===== src/rtl/perf_counter_unit.sv =====
// Performance counters for the pipelined core: cycles, instructions, I/D cache
// requests and hits, and stall cycles, frozen on halt and read through a registered port.
module perf_counter_unit #(
  parameter int CNT_W = 32
) (
  input  logic             clk,
  input  logic             rst,
  input  logic             retire_reg,
  input  logic             retire_mem,
  input  logic             halt,
  input  logic             icache_req,
  input  logic             icache_hit,
  input  logic             dcache_req,
  input  logic             dcache_hit,
  input  logic             stall,
  input  logic             clear,
  input  logic [2:0]       rd_sel,
  output logic [CNT_W-1:0] rd_data,
  output logic             halted,
  output logic [6:0]       ovf
);

  typedef enum logic {
    RUN,
    FROZEN
  } state_e;

  state_e           state_q, state_d;
  logic [CNT_W-1:0] cnt_q [7];
  logic [CNT_W-1:0] cnt_d [7];
  logic [6:0]       ovf_q, ovf_d;
  logic [6:0]       inc;
  logic [CNT_W-1:0] rd_data_q, rd_data_d;

  // Bit i of inc requests an increment of counter i; hits need a matching request.
  assign inc = {stall,
                dcache_req & dcache_hit,
                dcache_req,
                icache_req & icache_hit,
                icache_req,
                retire_reg | retire_mem | halt,
                1'b1};

  always_comb begin
    state_d = state_q;
    ovf_d   = ovf_q;
    for (int i = 0; i < 7; i++) begin
      cnt_d[i] = cnt_q[i];
    end

    if (clear) begin
      state_d = RUN;
      ovf_d   = '0;
      for (int i = 0; i < 7; i++) begin
        cnt_d[i] = '0;
      end
    end else if (state_q == RUN) begin
      if (halt) begin
        state_d = FROZEN;
      end
      // Saturate at all-ones instead of wrapping, flagging the lost increment.
      for (int i = 0; i < 7; i++) begin
        if (inc[i]) begin
          if (&cnt_q[i]) begin
            ovf_d[i] = 1'b1;
          end else begin
            cnt_d[i] = cnt_q[i] + CNT_W'(1);
          end
        end
      end
    end

    case (rd_sel)
      3'd0:    rd_data_d = cnt_q[0];
      3'd1:    rd_data_d = cnt_q[1];
      3'd2:    rd_data_d = cnt_q[2];
      3'd3:    rd_data_d = cnt_q[3];
      3'd4:    rd_data_d = cnt_q[4];
      3'd5:    rd_data_d = cnt_q[5];
      3'd6:    rd_data_d = cnt_q[6];
      default: rd_data_d = '0;
    endcase
  end

  always_ff @(posedge clk or negedge rst) begin
    if (!rst) begin
      state_q   <= RUN;
      ovf_q     <= '0;
      rd_data_q <= '0;
      for (int i = 0; i < 7; i++) begin
        cnt_q[i] <= '0;
      end
    end else begin
      state_q   <= state_d;
      ovf_q     <= ovf_d;
      rd_data_q <= rd_data_d;
      for (int i = 0; i < 7; i++) begin
        cnt_q[i] <= cnt_d[i];
      end
    end
  end

  assign rd_data = rd_data_q;
  assign halted  = (state_q == FROZEN);
  assign ovf     = ovf_q;

endmodule

===== config.mk =====
export PLATFORM = sky130hd
export DESIGN_NAME = perf_counter_unit
export DESIGN_NICKNAME = d
export VERILOG_FILES = /design/src/rtl/perf_counter_unit.sv
export SDC_FILE = /design/constraint.sdc
export NUM_CORES = 1
export LEC_CHECK = 0
export ABC_AREA = 1
export CAP_MARGIN = 20
export CORE_ASPECT_RATIO = 0.7
export CORE_MARGIN = 10
export CORE_UTILIZATION = 50
export DETAILED_ROUTE_END_ITERATION = 6
export GPL_TIMING_DRIVEN = 0
export PLACE_DENSITY = 0.72
export SYNTH_ARGS = -nofsm -noshare
export SYNTH_HDL_FRONTEND = slang
export SYNTH_SLANG_ARGS = --single-unit

===== constraint.sdc =====
create_clock -name clk -period 3.5 [get_ports clk]
set_input_delay 0.525 -clock clk [delete_from_list [all_inputs] [get_ports clk]]
set_output_delay 0.525 -clock clk [all_outputs]
set_load 0.03 [all_outputs]

Word level (Yosys, flattened, before mapping)
Cells that the tools add are included.
Word-level totals
  bits in registers: 264
  input bits: 14
  output and inout bits: 40
Operators by class
  add/subtract/negate cells: 7
  equal/unequal tests: 14
  muxes and demuxes: 34
  bitwise operators: 4
  reduce and logical (&&, ||, !) cells: 35
Operators with widths (number)
  two-way mux 224 bit: 2
  two-way mux 32 bit: 13
  adder 32 x 1 -> 32 bit, second input constant: 7
  case mux 32 bit (7 select lines): 1
  AND reduction 32 bit: 7
  AND reduction 3 bit: 12
  nonzero test 2 bit: 13
  two-way mux 1 bit: 16
  inequality test 2 bit, second input constant: 8
  two-way mux 7 bit: 2
  == test 3 bit, second input constant: 3
  == test 3 x 2 -> 1 bit, second input constant: 2
  AND reduction 2 bit: 2
  == test 3 x 1 -> 1 bit, second input constant: 1
  zero test 3 bit: 1
  bitwise AND 1 bit: 2
  OR 1 bit: 2

Logic depth before layout (Yosys ltp)
Gate-level depths: netlist of the first run.
  word-level depth: 5
  gate-level depth with buffers: 11

Worst setup path before layout of the first run
Ideal clock, no wire load.
  path type: reg-to-reg
  start point: register cnt_q[64] in the netlist's numbering
  end point: register cnt_q[73] in the netlist's numbering
  arrival: 1.659 ns
  data required time: 3.373 ns
  slack: 1.714 ns
  cell stages (with the launch flop): 10
  path buffers: 1
  cell sequence: dfrtp_1 > ha_1 > inv_1 > nor2_2 > nand2_2 > nor2_4 > nand3_4 > nand3_1 > buf_4 > o21ai_0
Between the ends
  longest elaborated chain between the ends: 5
  elaborated cells on any way between the ends: 8
RTL lines
  start: declaration: line 29  | logic [CNT_W-1:0] cnt_q [7];
  start signal: indexed assignment: line 98  | cnt_q[i] <= cnt_d[i];
  adder 32 x 1 -> 32 bit: line 67  | cnt_d[i] = cnt_q[i] + CNT_W'(1);
  two-way mux 32 bit: line 64  | if (&cnt_q[i]) begin
  two-way mux 32 bit: line 63  | if (inc[i]) begin
  two-way mux 224 bit: line 57  | end else if (state_q == RUN) begin
  two-way mux 224 bit: line 51  | if (clear) begin
Several ways; a longest one is shown, not always the timed one. The select of a mux whose other input is x is not followed.
A chain may end at the register's enable or synchronous reset.

Worst setup path after layout of the first run
  start point: input rd_sel[2]
  end point: register rd_data_q[27] (netlist: rd_data[27])
Between the ends
  longest elaborated chain between the ends: 2
  elaborated cells on any way between the ends: 8
RTL lines
  start: declaration: line 17  | input logic [2:0] rd_sel,
  == test 3 bit, or another cell as far along: line 73  | case (rd_sel)
  case mux 32 bit (7 select lines) (*): line 73
  named net rd_data_d[27]: line 33  | logic [CNT_W-1:0] rd_data_q, rd_data_d;
  end signal: assignment: line 96  | rd_data_q <= rd_data_d;
  end: declaration: line 33
The timed path passes the listed nets; every way through them passes the cells marked *.

==> results_dict.tcl, run 1 <==
set metrics [dict create \
    status "finished clean" \
    cp.arrival_ns 3.12 \
    num_rows 57 \
    die_width_um 247 \
    finalClockSkew_ns 0.0147 \
    root_buffer "clkbuf_16" \
    grt_usage_pct 30.8 \
    timing.final.hold_violations 0 \
    synth-seq-cells 264 \
    numCtsBuffers 29 \
    grt_pass1_wl_mm 104 \
    hpwl_mm 54.1 \
    antenna_cells 0 \
    ys_seq_area_share_pct 36.8 \
    dr.pass1.iters 7 \
    synth_area_um2 18000 \
    yosysWarningCount 0 \
    drive_gt1_share_pct 5.86 \
    cts_sinks 264 \
    core_area_um2 35100 \
    period_needed_ns 2.71 \
    synthArstFlopShare_pct 100 \
    drt_iter0_markers 2773 \
    max-cap-violations 0 \
    r2r_setup_slack_ns 0.88 \
    ant_nets 0 \
    clk_pin_slew_ns 0.06 \
    clock_latency_ns 0.58 \
    fillers 3460 \
    placed_area_um2 19100 \
    ys_dominant_reg_cell "dfrtp_1" \
    clk_path_buf_depth 3 \
    port_buffers 52 \
    synth_area_leaders "dfrtp_1 (37%), nand2_1 (19%), nand3_1 (9.1%), nor2_1 (7.5%), inv_1 (5.8%)" \
    cts_tree "built" \
    drt_wl_total_mm 68.7 \
    via_per_inst 5.83 \
    slowest_delay_ns 0.61 \
    tightest_slew_ns 1.02 \
    cp.required_ns 3.92 \
    rsz0062_at_grt "false" \
    critPathSlowestCell "clkdlybuf4s50_1" \
    setup_tns_ns 0 \
    area_delta_synth_final_pct 11.8 \
    cts.htree.levels 1 \
    boundaryPins 54 \
    synthesis.nets 2762 \
    hold_ws_ns 0.405 \
    slew_headroom_pct 31.9 \
    clock.fmax_mhz 370 \
    grt_pass1_vias 17400 \
    cp-start-kind "input port" \
    slew_viol_final 0 \
    power.density_nw_per_um2 335 \
    antenna_found_initial 1 \
    synth_cells 2741 \
    path_max_fanout 10 \
    route.detailed.drc 0 \
    ys_types 47 \
    initial_utilization_pct 51.2 \
    yosysTopAreaCellShare_pct 36.8 \
    crit_type "in -> reg" \
    postLayoutSetupSlackWorst_ns 0.794 \
    die_h_um 179 \
    cp-end-kind "register" \
    via_count 19400 \
    synth_top_cell_by_area "dfrtp_1" \
    grt.overflow.total 0 \
    wl_per_cell_um 20.7 \
    ir_drop_v 0.000380 \
    finalSetupViolations 0 \
    routabilityCongestion 1.02 \
    grt_max_degree 95 \
    die_area_um2 44000 \
    path_cells "clkdlybuf4s50_1 -> inv_1 -> nand3_1 -> clkbuf_1 -> o21ai_0 -> nor2_1 -> o2111ai_1" \
    syn_avg_cell_area_um2 6.55 \
    nNetsFinal 2848 \
    hold_class "in -> reg" \
    postLayoutCoreUtil_pct 57.2 \
    p_leak_nw 8.30 \
    final.period_utilization_pct 77.3 \
    synth_edf_count 0 \
    dp_slack_ns 0.474 \
    stdcell_area_um2 20100 \
]
## final timing paths
check                                       startpoint                     end  depth (start not counted)
worst max-delay path                         rd_sel[2]   rd_data[27]$_DFF_PN0_                          7
worst min-delay path                             clear  cnt_q[200]$_DFFE_PN0P_                          3
worst max register to register  cnt_q[128]$_DFFE_PN0P_  cnt_q[134]$_DFFE_PN0P_                          9
worst min register to register      ovf[5]$_DFFE_PN0P_      ovf[5]$_DFFE_PN0P_                          1
max in group asynchronous                          rst  cnt_q[182]$_DFFE_PN0P_                          3
min in group asynchronous                          rst   cnt_q[20]$_DFFE_PN0P_                          2
## layer usage
metal	part of all wire [%]	track usage (%)
met1	44	45.4
met2	39	41.6
met3	14	10.2
met4	3.2	8.49
met5	0.012	0
## repair_timing
item	in CTS	in global routing
setup endpoints to repair	0	0
hold buffers	1	0
hold endpoints to repair	21	0
setup buffers	0	0
gates resized for setup	0	0
## layout make-up
class	count	area (um2)	area share, %
Multi-Input combinational cell	2109	9780	48.7
Sequential cell	264	6610	32.9
Inverter	286	1070	5.35
Clock buffer	37	796	3.96
Timing Repair Buffer	55	591	2.94
Tap cell	472	591	2.94
Buffer	82	499	2.49
Clock inverter	15	139	0.692
## through the flow
step,instances,power [W]
2_1_floorplan,2741,0.00340
3_3_place_gp,3265,0.00363
3_5_place_dp,3267,0.00364
4_1_cts,3320,0.00673
5_1_grt,3320,0.00689
6_report,3320,0.00672
## cell usage in the layout (no fill, tap or decap), types with 6 or more instances in the layout
cell	synthesis	final
nand2_1	923	923
nor2_1	360	360
nand3_1	327	327
inv_1	279	279
dfrtp_1	264	264
o21ai_0	164	164
xor2_1	53	53
clkdlybuf4s50_1	0	51
a21oi_1	46	46
o22ai_1	44	44
clkbuf_1	36	40
o21ai_2	29	29
clkbuf_16	0	29
nand3b_1	21	21
nand4_1	19	19
buf_2	19	19
buf_6	13	13
o21ai_1	13	13
nand2_2	11	11
nor2_2	10	10
xnor2_1	10	10
clkinv_2	0	10
o2111ai_1	9	9
o211ai_1	8	8
o21bai_1	7	7
ha_1	7	7
a22oi_1	6	6
buf_4	6	6
## kinds of logic after synthesis
kind of cell,share of synthesized area (%)
and+or+nand+nor,39.9
buffers and inverters,8.76
AOI/OAI and AO/OA,11.0
DFF,36.8
xor gates and xnor gates,3.07
adders and majority gates,0.488
## cells in the mapped netlist (8+ instances only)
cell type and instances:
buf_2 19, dfrtp_1 264, xnor2_1 10, nand4_1 19
nand3_1 327, o21ai_2 29, nor2_2 10, o211ai_1 8
nor2_1 360, buf_6 13, o21ai_0 164, o22ai_1 44
nand3b_1 21, a21oi_1 46, nand2_2 11, xor2_1 53
o2111ai_1 9, nand2_1 923, inv_1 279, o21ai_1 13
clkbuf_1 36
## sequential cells by signal (all words and copies together), names as in the netlist
name / flops
cnt_q: 224
halted: 1
ovf: 7
rd_data: 32
## where the power goes
part | total (W) | switching, W | internal (W) | leakage, nW
registers | 0.00311 | 0.0000377 | 0.00307 | 3.68
clock network | 0.00312 | 0.00136 | 0.00175 | 0.473
logic | 0.000492 | 0.000376 | 0.000116 | 4.15
total | 0.00672 | 0.00178 | 0.00494 | 8.30
## worst max-delay path: cells and delay by family
family          cells  cell delay [ns]
buf+inv             3             1.31
simple gates        2             0.59
compound gates      2             0.68
(Power assumes the default switching activity.)
==> inputs of run 2 (changes only) <==
--- a/config.mk
+++ b/config.mk
@@ -12,7 +12,7 @@
 export CORE_UTILIZATION = 50
 export DETAILED_ROUTE_END_ITERATION = 6
 export GPL_TIMING_DRIVEN = 0
-export PLACE_DENSITY = 0.72
+export PLACE_DENSITY = 0.75
 export SYNTH_ARGS = -nofsm -noshare
 export SYNTH_HDL_FRONTEND = slang
 export SYNTH_SLANG_ARGS = --single-unit
==> constraint.sdc (replaced) <==
create_clock -name clk -period 2.4 [get_ports clk]
set_input_delay 0.36 -clock clk [delete_from_list [all_inputs] [get_ports clk]]
set_output_delay 0.36 -clock clk [all_outputs]
set_load 0.03 [all_outputs]
==> results_dict.tcl, run 2 (same netlist as run 1, synthesis figures left out) <==
set metrics [dict create \
    antenna_cells 0 \
    crit_path_start "clear" \
    routabilityCongestion 1.08 \
    drive_gt1_share_pct 6.12 \
    numCtsBuffers 29 \
    postLayoutSetupSlackWorst_ns -0.0174 \
    largest_register_ffs 224 \
    cp-start-kind "input port" \
    initial_utilization_pct 51.2 \
    r2r_setup_slack_ns 0.13 \
    path_cells "buf_2 -> clkinv_1 -> buf_2 -> buf_2 -> clkbuf_1 -> nand2_1 -> nor2_1" \
    die_width_um 247 \
    slew_headroom_pct 24.9 \
    grt_use_met1_pct 46.7 \
    max-cap-violations 0 \
    hold_ws_ns 0.239 \
    ir_drop_v 0.000539 \
    cp-end-kind "register" \
    timing.rr.start "cnt_q[32]$_DFFE_PN0P_" \
    wl_per_cell_um 21.3 \
    layout_common_cells "nand2_1 (923), nor2_1 (360), nand3_1 (325)" \
    grt_usage_pct 31.7 \
    clock_latency_ns 0.59 \
    path_max_fanout 10 \
    crit_top_cell "buf_2" \
    boundaryPins 54 \
    final.period_utilization_pct 101 \
    critPathSlowestCell "clkbuf_1" \
    clk_path_buf_depth 3 \
    grt_pass1_vias 17300 \
    root_buffer "clkbuf_16" \
    cts.htree.levels 1 \
    area_delta_synth_final_pct 12.1 \
    register_area_um2 6610 \
    failed_checks "negative setup slack" \
    cp.required_ns 2.91 \
    slew_viol_final 0 \
    setup_tns_ns -0.0258 \
    cts_sinks 264 \
    postLayoutCoreUtil_pct 57.4 \
    rr_worst_depth 9 \
    via_count 19200 \
    num_rows 57 \
    p_leak_nw 8.31 \
    rsz0062_at_grt "false" \
    via_per_inst 5.80 \
    crit-reg2reg-capture "cnt_q[58]$_DFFE_PN0P_" \
    port_buffers 52 \
    hpwl_mm 55.0 \
    post-cts-setup-buffer-count 0 \
    grt_use_met3_pct 10.0 \
    slowest_delay_ns 0.82 \
    cp.arrival_ns 2.92 \
    drt_iter0_markers 2634 \
    die_h_um 179 \
    regMostFlops "cnt_q" \
    route.detailed.drc 0 \
    layout_commonest_cell "nand2_1" \
    period_needed_ns 2.42 \
    cp.depth 7 \
    nNetsFinal 2848 \
    grt.overflow.total 0 \
    core_area_um2 35100 \
    crit_buf_inv 5 \
    clock.fmax_mhz 414 \
    die_area_um2 44000 \
    power.density_nw_per_um2 495 \
    timing.final.hold_violations 0 \
    grt_pass1_wl_mm 106 \
    crit_type "in -> reg" \
    tightest_slew_ns 1.13 \
    fillers 3431 \
    multi_input_area_um2 9810 \
    hold_class "in -> reg" \
    finalSetupViolations 2 \
    grt_most_used_layer "met1" \
    dr.pass1.iters 6 \
    antenna_found_initial 1 \
    grt_max_degree 113 \
    cts_tree "built" \
    path_delay_family "buffers and inverters" \
    clk_pin_slew_ns 0.07 \
    met2_usage_pct 43.8 \
    cp-endpoint "cnt_q[181]$_DFFE_PN0P_" \
    ant_nets 0 \
    drt_wl_total_mm 70.6 \
    status "complete, but fails checks" \
    power_w 0.00996 \
    finalClockSkew_ns 0.0213 \
]
## run 2: changes by cell type in the layout (fill, tap and decap cells not counted), sizes merged
cell | before | now
inv | 286 | 284
bufinv | 2 | 3
clkbuf | 74 | 77
clkinv | 13 | 10
buf | 48 | 46
## run 2: cell type report
cell class | count | share of cell area [%]
multi-input cells | 2109 | 48.7
flip-flops and latches | 264 | 32.8
inverters | 286 | 5.33
clock buffers | 38 | 4.07
repair buffers | 55 | 2.93
well taps | 472 | 2.93
plain buffers | 82 | 2.52
clock inverters | 11 | 0.665
## run 2: what timing repair did
action	CTS	global route
hold buffers	1	0
gates resized for setup	0	16
endpoints found under the hold margin	63	0
setup endpoints to repair	0	96
## run 2: per-stage QoR
step	cells	area, um2	worst slack (ns)
after CTS	3317	20100	0.0566
after floorplan	2741	18000	0.614
final	3317	20100	-0.0174
after global routing	3317	20100	0.00180
after global placement	3265	19100	-10.88
after detailed placement	3267	19100	-0.426
## run 2: how the worst min path moves through the flow
stage	start	depth (start not counted)	to
after floorplan	rst	0	cnt_q[0]$_DFFE_PN0P_
after global placement	ovf[0]$_DFFE_PN0P_	1	ovf[0]$_DFFE_PN0P_
after detailed placement	rst	1	cnt_q[24]$_DFFE_PN0P_
after CTS	clear	4	cnt_q[98]$_DFFE_PN0P_
after global routing	clear	4	cnt_q[162]$_DFFE_PN0P_
final	clear	4	cnt_q[98]$_DFFE_PN0P_
## run 2: report_power, final
group | total (W) | switching [W] | internal (W)
Clock | 0.00469 | 0.00199 | 0.00270
Sequential | 0.00454 | 0.0000572 | 0.00448
Combinational | 0.000735 | 0.000564 | 0.000171
Total | 0.00996 | 0.00261 | 0.00735
## run 2: per-layer routing
layer | vias to the layer above | part of all wire [%]
met3 | 122 | 14
met4 | 2 | 2.5
met1 | 9035 | 44
met5 | - | 0.018
met2 | 1088 | 40
li1 | 8990 | -
## run 2: tightest hold or removal path, delay by kind of cell
kind | cells | cell delay, ns
AOI/OAI and AO/OA | 3 | 0.22
buffers and inverters | 1 | 0.21
==> inputs of run 3 (changes only) <==
--- a/config.mk
+++ b/config.mk
@@ -13,6 +13,7 @@
 export DETAILED_ROUTE_END_ITERATION = 6
 export GPL_TIMING_DRIVEN = 0
 export PLACE_DENSITY = 0.75
+export SLEW_MARGIN = 10
 export SYNTH_ARGS = -nofsm -noshare
 export SYNTH_HDL_FRONTEND = slang
 export SYNTH_SLANG_ARGS = --single-unit
==> results_dict.tcl, run 3 (same netlist as run 1, synthesis figures left out) <==
set metrics [dict create \
    status "finished clean" \
    via_per_inst 5.83 \
    num_rows 57 \
    drive_gt1_share_pct 6.11 \
    cts_tree "built" \
    core_area_um2 35100 \
    drt_wl_total_mm 70.5 \
    grt.overflow.total 0 \
    die_width_um 247 \
    dr.pass1.iters 5 \
    die_area_um2 44000 \
    path_max_fanout 10 \
    clk_path_buf_depth 3 \
    dr_wl_met2_mm 27.8 \
    power_w 0.0101 \
    period_needed_ns 2.36 \
    antenna_found_initial 2 \
    cp-start-kind "input port" \
    final.period_utilization_pct 98.4 \
    routabilityCongestion 1.08 \
    m1WireLength_mm 31.1 \
    port_buffers 52 \
    clk_pin_slew_ns 0.07 \
    drt_iter0_markers 2386 \
    boundaryPins 54 \
    ir_drop_v 0.000537 \
    postLayoutSetupSlackWorst_ns 0.0392 \
    root_buffer "clkbuf_16" \
    layout_common_cells "nand2_1 (923), nor2_1 (360), nand3_1 (325)" \
    route.detailed.drc 0 \
    cp-end-kind "register" \
    nNetsFinal 2849 \
    hold_class "in -> reg" \
    ant_nets 0 \
    timing.final.hold_violations 0 \
    met3_wirelength_mm 9.50 \
    cp.arrival_ns 2.88 \
    grt_pass1_wl_mm 106 \
    regMostFlops "cnt_q" \
    initial_utilization_pct 51.2 \
    postLayoutCoreUtil_pct 57.6 \
    grt_pass1_vias 17400 \
    grt_usage_pct 31.7 \
    fillers 3500 \
    crit_type "in -> reg" \
    finalClockSkew_ns 0.0261 \
    cts.htree.levels 1 \
    grt_max_degree 81 \
    wl_per_cell_um 21.2 \
    die_h_um 179 \
    clock_latency_ns 0.60 \
    clock.fmax_mhz 424 \
    largest_register_ffs 224 \
    via_count 19300 \
    antenna_cells 0 \
    tightest_slew_ns 1.19 \
    cp.required_ns 2.92 \
    p_leak_nw 8.33 \
    numCtsBuffers 29 \
    power.density_nw_per_um2 501 \
    slew_viol_final 0 \
    max-cap-violations 0 \
    finalSetupViolations 0 \
    dp_slack_ns -0.422 \
    slew_headroom_pct 20.7 \
    layout_commonest_cell "nand2_1" \
    area_delta_synth_final_pct 12.5 \
    hpwl_mm 55.2 \
    cts_sinks 264 \
    route.top_layer_used "met5" \
]
## run 3: cell count changes in the layout (fill, tap and decap cells not counted), sizes merged
cell,change
buf,+2
clkbuf,+5
clkinv,-4
## run 3: final cells by class
| class | instances | area, um2 | area share (%) |
|---|---|---|---|
| buffer | 82 | 504 | 2.50 |
| clock buffer | 44 | 872 | 4.32 |
| clock inverter | 7 | 118 | 0.582 |
| inverter | 286 | 1070 | 5.32 |
| multi-input combinational | 2109 | 9810 | 48.6 |
| sequential | 264 | 6610 | 32.7 |
| tap | 472 | 591 | 2.92 |
| timing repair buffer | 56 | 618 | 3.06 |
## run 3: path summary, 6_finish.rpt
| path | start | endpoint | slack (ns) | depth (start not counted) |
|---|---|---|---|---|
| worst max register to register | cnt_q[128]$_DFFE_PN0P_ | cnt_q[133]$_DFFE_PN0P_ | 0.05 | 9 |
| min in group asynchronous | rst | cnt_q[20]$_DFFE_PN0P_ | 0.27 | 2 |
| worst min register to register | ovf[5]$_DFFE_PN0P_ | ovf[5]$_DFFE_PN0P_ | 0.50 | 1 |
| worst max-delay path | clear | cnt_q[181]$_DFFE_PN0P_ | 0.04 | 7 |
| worst min-delay path | clear | cnt_q[103]$_DFFE_PN0P_ | 0.23 | 4 |
| max in group asynchronous | rst | cnt_q[185]$_DFFE_PN0P_ | 1.33 | 3 |
## run 3: power by group
group	internal, W	switching [W]	total (W)
Combinational	0.000176	0.000564	0.000740
Clock	0.00281	0.00203	0.00483
Sequential	0.00448	0.0000571	0.00454
## run 3: per-layer routing
layer / global-route usage (%) / vias to the layer above
met5: 0 / -
li1: - / 8985
met4: 8.31 / 4
met3: 10.4 / 137
met2: 44.2 / 1123
met1: 45.7 / 9090
## run 3: worst max-delay path, stage by stage
cell and delay (ns):
buf_2 0.18, clkinv_1 0.36, buf_2 0.53, buf_2 0.31, clkbuf_1 0.80, nand2_1 0.16, nor2_1 0.16
## run 3: what timing repair did
action,in CTS,in global routing
endpoints found under the setup margin,0,103
hold buffers,1,0
gates resized for setup,0,15
hold endpoints to repair,43,0
buffers inserted,0,0
## run 3: through the flow
stage / hold slack (ns) / area (um2) / TNS [ns] / std cells
4_1_cts: 0.216 / 20200 / 0 / 3320
6_report: 0.231 / 20200 / 0 / 3320
3_3_place_gp: 0.479 / 19100 / -2878.58 / 3265
2_1_floorplan: 0.0644 / 18000 / 0 / 2741
3_5_place_dp: 0.299 / 19200 / -19.26 / 3268
5_1_grt: 0.257 / 20200 / -0.112 / 3320
